**config.mk**
```make
export PLATFORM = sky130hd
export DESIGN_NAME = rr_grant_scheduler
export DESIGN_NICKNAME = d
export VERILOG_FILES = /design/src/rtl/rr_grant_scheduler.sv
export SDC_FILE = /design/constraint.sdc
export NUM_CORES = 1
export LEC_CHECK = 0
export BUFFER_PORTS_ARGS = -buffer_cell sky130_fd_sc_hd__buf_2
export CAP_MARGIN = 20
export CORE_ASPECT_RATIO = 1.4
export CORE_MARGIN = 1
export CORE_UTILIZATION = 65
export CTS_CLUSTER_DIAMETER = 60
export DETAILED_ROUTE_END_ITERATION = 16
export PLACE_DENSITY = 0.87
export SKIP_CTS_REPAIR_TIMING = 1
export SLEW_MARGIN = 20
export SYNTH_ARGS = -nofsm -noshare
export SYNTH_HDL_FRONTEND = slang
export SYNTH_SLANG_ARGS = --single-unit
```
**constraint.sdc**
```tcl
create_clock -name clk -period 6.65 [get_ports clk]
set_clock_uncertainty 0.05 [all_clocks]
set_input_delay 0.665 -clock clk [delete_from_list [all_inputs] [get_ports clk]]
set_output_delay 0.665 -clock clk [all_outputs]
set_load 0.03 [all_outputs]
```
**src/rtl/rr_grant_scheduler.sv**
```systemverilog
// Round-robin owner selection for a 16-way decoded resource. Grants are held until
// release, withdrawal or the HOLD_MAX limit, with a forced idle turnaround between owners.
module rr_grant_scheduler #(
    parameter logic [7:0] HOLD_MAX = 8'd16
) (
    input  logic        clk,
    input  logic        rst_n,
    input  logic [15:0] req,
    input  logic        done,
    output logic [15:0] grant,
    output logic [3:0]  grant_idx,
    output logic        grant_valid,
    output logic        timeout
);

    typedef enum logic [1:0] {
        ST_IDLE    = 2'd0,
        ST_GRANT   = 2'd1,
        ST_RECOVER = 2'd2
    } state_t;

    state_t      state_r, state_s;
    logic [3:0]  ptr_r, ptr_s;
    logic [7:0]  hold_cnt_r, hold_cnt_s;
    logic [15:0] grant_r, grant_s;
    logic [3:0]  grant_idx_r, grant_idx_s;
    logic        grant_valid_r, grant_valid_s;
    logic        timeout_r, timeout_s;
    logic [4:0]  pick_s;
    logic        user_release_s;
    logic        limit_hit_s;

    // Returns {found, index} of the first set request at or above base, wrapping at 15.
    function automatic logic [4:0] rr_pick(input logic [15:0] req_v, input logic [3:0] base);
        logic [4:0] res;
        logic [3:0] cand;
        res = 5'd0;
        for (int i = 15; i >= 0; i--) begin
            cand = base + i[3:0];
            if (req_v[cand]) begin
                res = {1'b1, cand};
            end
        end
        return res;
    endfunction

    // Next-state and next-output decode.
    always_comb begin
        state_s        = state_r;
        ptr_s          = ptr_r;
        hold_cnt_s     = hold_cnt_r;
        grant_s        = grant_r;
        grant_idx_s    = grant_idx_r;
        grant_valid_s  = grant_valid_r;
        timeout_s      = 1'b0;
        pick_s         = rr_pick(req, ptr_r);
        user_release_s = done || !req[grant_idx_r];
        limit_hit_s    = (HOLD_MAX != 8'd0) && (hold_cnt_r == HOLD_MAX);

        case (state_r)
            ST_IDLE: begin
                if (pick_s[4]) begin
                    state_s       = ST_GRANT;
                    grant_idx_s   = pick_s[3:0];
                    grant_s       = 16'h0001 << pick_s[3:0];
                    grant_valid_s = 1'b1;
                    hold_cnt_s    = 8'd1;
                end else begin
                    grant_idx_s   = 4'h0;
                    grant_s       = 16'h0000;
                    grant_valid_s = 1'b0;
                end
            end
            ST_GRANT: begin
                if (user_release_s || limit_hit_s) begin
                    state_s       = ST_RECOVER;
                    grant_s       = 16'h0000;
                    grant_idx_s   = 4'h0;
                    grant_valid_s = 1'b0;
                    hold_cnt_s    = 8'd0;
                    ptr_s         = grant_idx_r + 4'd1;
                    // Registered, so the pulse lines up with the first grant-free cycle.
                    timeout_s     = !user_release_s;
                end else begin
                    hold_cnt_s = (hold_cnt_r == 8'hFF) ? hold_cnt_r : hold_cnt_r + 8'd1;
                end
            end
            ST_RECOVER: begin
                state_s       = ST_IDLE;
                grant_s       = 16'h0000;
                grant_idx_s   = 4'h0;
                grant_valid_s = 1'b0;
            end
            default: begin
                state_s       = ST_IDLE;
                ptr_s         = 4'h0;
                hold_cnt_s    = 8'd0;
                grant_s       = 16'h0000;
                grant_idx_s   = 4'h0;
                grant_valid_s = 1'b0;
            end
        endcase
    end

    // State and output registers.
    always_ff @(posedge clk or negedge rst_n) begin
        if (!rst_n) begin
            state_r       <= ST_IDLE;
            ptr_r         <= 4'h0;
            hold_cnt_r    <= 8'd0;
            grant_r       <= 16'h0000;
            grant_idx_r   <= 4'h0;
            grant_valid_r <= 1'b0;
            timeout_r     <= 1'b0;
        end else begin
            state_r       <= state_s;
            ptr_r         <= ptr_s;
            hold_cnt_r    <= hold_cnt_s;
            grant_r       <= grant_s;
            grant_idx_r   <= grant_idx_s;
            grant_valid_r <= grant_valid_s;
            timeout_r     <= timeout_s;
        end
    end

    assign grant       = grant_r;
    assign grant_idx   = grant_idx_r;
    assign grant_valid = grant_valid_r;
    assign timeout     = timeout_r;

endmodule

```
==> summary.md <==
| Metric | Value |
|---|---|
| Slew headroom | ~38% |
| NumNets Final | ~480 |
| H-tree depth | 2 |
| Main flop type after synthesis | dfrtp_1 |
| Number of flops mapped to enable cells by yosys | 0 |
| CTS tree | built |
| WP data required | 6780 ps |
| # rows | 33 |
| RR Startpoint | ptr_r[1] |
| Worst-skew pair later-pin latency | 300 ps |
| Via count | 3937 |
| RSZ-0062 raised after global routing | no |
| Die W | between 60 and 70 µm |
| CP Launch Type | register |
| First-pass GRT wire length | a little under 20 mm |
| Clock transition at path regs | 80 ps |
| Die area | 6560 µm² |
| Die height | about 95 µm |
| Fillers | around 450 |
| Routed vias/inst | roughly 7.5 |
| Worst min path class | input pin to asynchronous set/reset pin |
| CTS buffer count | 5 |
| DRC violation total after the first TritonRoute iteration | roughly 560 |
| Critical R2R Capture | grant[13] |
| # clock sinks | 36 |
| Fin crit period | between 5000 and 6000 ps |
| WL/cell | 23.3 µm |
| Hold Slack | approximately 390 ps |
| Final design utilization | 73.0% |
| Routability cong. | between 1 and 1.5 |
| Root buf cell | clkbuf_8 |
| Setup WS post-layout | 1020 ps |
| Seq/Total Area, Yosys | between 20 and 25% |
| Final setup vio count | 0 |
| Crit path max fanout | 26 |
| Count of final max-slew check failures | 0 |
| Register Area | roughly 900 µm² |
| Final HPWL DP | roughly 9.0 mm |
| Final WL | approximately 12 mm |
| Flop-to-flop setup slack | between 1000 and 1500 ps |
| Overall routing resource usage | slightly above 40% |
| Diodes inserted | 0 |
| Max-Cap Viols | 0 |
| Period utilisation layout | 84.6% |
| Met3 Track Usage GR | 10.4% |
| Largest net degree at the start of global routing | 37 |
| Critical-path cell list | inv_1 -> ha_1 -> mux4_2 -> mux2_2 -> mux2i_2 -> nand3b_1 -> or2_1 -> o31a_1 -> a21boi_1 -> nor3b_2 -> a22o_1 |
| Vias in the first global route | ~3800 |
| Synth-to-layout area growth | 7.14% |
| Core area | 5950 µm² |
| Fin. Hold Viols | 0 |
| Asr flop ratio synth | between 90% and 100% |
| Met2 Use GR | between 60% and 70% |
| GR Overflow Total | 0 |
| CP max-delay cell | ha_1 |
| Worst path max stage delay | between 1000 and 1500 ps |
| Top Usage Layer GRT | met2 |
| I/O Pins | 41 |
| Most common cell after layout, fill and taps aside | nand2_1 |
| Initial antenna violation count | 0 |
| Setup_tns | 0 ps |
| ANT nets after route | 0 |
| Starting Density | between 60% and 70% |
| Cell variety after synth | approximately 80 |
| CP Class | register to register |
| Ys Warns | 0 |
| Mean Syn Cell Area | between 9 and 10 µm² |
| Synth Cell Area | between 4000 and 5000 µm² |
| CP Capture Type | register |
| Multi-input gate area | about 3000 µm² |
| Detailed Routing Iterations Pass 1 | 6 |
| Outcome | complete, no violations |
| Share of layout cells above drive strength 1 | a little under a quarter |
| Met1 track demand over resource | 48.1% |
| Largest cells by area after synthesis | dfrtp_1, mux4_2, mux2i_1 |
| Pre-CTS WS | 1160 ps |
| Syn Nets | around 460 |
| CP arrival | 5760 ps |
| Synthesized instance count | 429 |
| Commonest non-fill, non-tap cells in the layout | nand2_1, buf_2, dfrtp_1 |
| Reg2Reg Depth | 11 |
| Seq cells post-synth | 36 |
| Fmax achieved | about 0.18 GHz |
| CTS Buffer Depth | 2 |
| I/O Buffers | 40 |
| Residual DRC | 0 |
| Leading area contributor after synthesis | dfrtp_1 |
| Worst Tran Pin Value | around 920 ps |
| Post-synth top area share | between 20% and 30% |
-- Yosys cell counts, types with 3 or more instances --
| library cell | instances |
|---|---|
| o22ai_1 | 9 |
| clkbuf_1 | 11 |
| mux2i_1 | 32 |
| nand2_1 | 41 |
| buf_2 | 4 |
| a22o_1 | 13 |
| dfrtp_1 | 36 |
| mux4_2 | 21 |
| o2111ai_1 | 5 |
| nand2b_1 | 6 |
| nor4_1 | 3 |
| xnor2_1 | 12 |
| nor2_1 | 28 |
| a2111oi_0 | 3 |
| ha_1 | 10 |
| or2_2 | 3 |
| a211oi_1 | 3 |
| a21oi_1 | 15 |
| nand3_1 | 9 |
| inv_1 | 10 |
| buf_4 | 5 |
| o22a_1 | 4 |
| o21a_1 | 5 |
| o21ai_1 | 7 |
| mux2_2 | 16 |
| nor2b_1 | 7 |
| a31oi_1 | 7 |
| a21o_1 | 6 |
| and2_1 | 6 |
| nor3_1 | 10 |
| o21ai_0 | 15 |
| xor2_1 | 6 |
-- kinds of logic after synthesis --
| family | Yosys count | share of synthesized area (%) |
|---|---|---|
| XOR/XNOR | 20 | 4.70 |
| AND/OR/NAND/NOR | 136 | 17.6 |
| adder cells (fa/ha/maj) | 10 | 3.09 |
| buffers and inverters | 34 | 4.11 |
| AO/OA/AOI/OAI | 119 | 21.9 |
| flip-flops | 36 | 22.2 |
| multiplexers | 74 | 26.4 |
-- registers in the layout, indices dropped and copies added (netlist names) --
register and cells:
grant_idx 4, ptr_r 4, grant 16, grant_valid 1
timeout 1, hold_cnt_r 8, state_r 2
-- worst max-delay path: cells and delay by family (launching register included) --
family | cells | cell delay (ps)
AO/OA/AOI/OAI | 3 | 890
multiplexers | 3 | 1470
adder cells (fa/ha/maj) | 1 | 1010
flip-flops | 1 | 940
AND/OR/NAND/NOR | 3 | 760
buffers and inverters | 1 | 370
-- area by class of cell --
cell class / instances / share of cell area [%]
Sequential cell: 36 / 20.8
Clock buffer: 5 / 1.59
Inverter: 11 / 0.952
Tap cell: 70 / 2.02
Timing Repair Buffer: 42 / 4.96
Clock inverter: 3 / 0.980
Multi-Input combinational cell: 359 / 68.7
-- metrics by stage --
| step | instances | area [µm²] |
|---|---|---|
| 2_1_floorplan | 429 | 4050 |
| 3_3_place_gp | 518 | 4230 |
| 3_5_place_dp | 518 | 4230 |
| 4_1_cts | 526 | 4340 |
| 5_1_grt | 526 | 4340 |
| 6_report | 526 | 4340 |
-- metal layers --
layer / up-vias / routed length [µm] / part of all wire, %
li1: 1713 / - / -
met1: 1891 / 4360 / 36
met2: 266 / 5990 / 49
met3: 67 / 1090 / 8.9
met4: 0 / 793 / 6.5
met5: - / 0 / 0
-- worst max-delay path by stage --
stage          startpoint   endpoint  slack (ps)
3_5_place_dp     ptr_r[1]  grant[11]        1160
2_1_floorplan    ptr_r[1]   grant[5]        2520
3_3_place_gp     ptr_r[1]   grant[7]        1310
4_1_cts          ptr_r[1]   grant[5]        1140
5_1_grt          ptr_r[1]  grant[13]         740
6_report         ptr_r[1]  grant[13]        1020
Power is not shown: default switching activity piles up to over one toggle a cycle in this logic, so the estimate is an artifact.
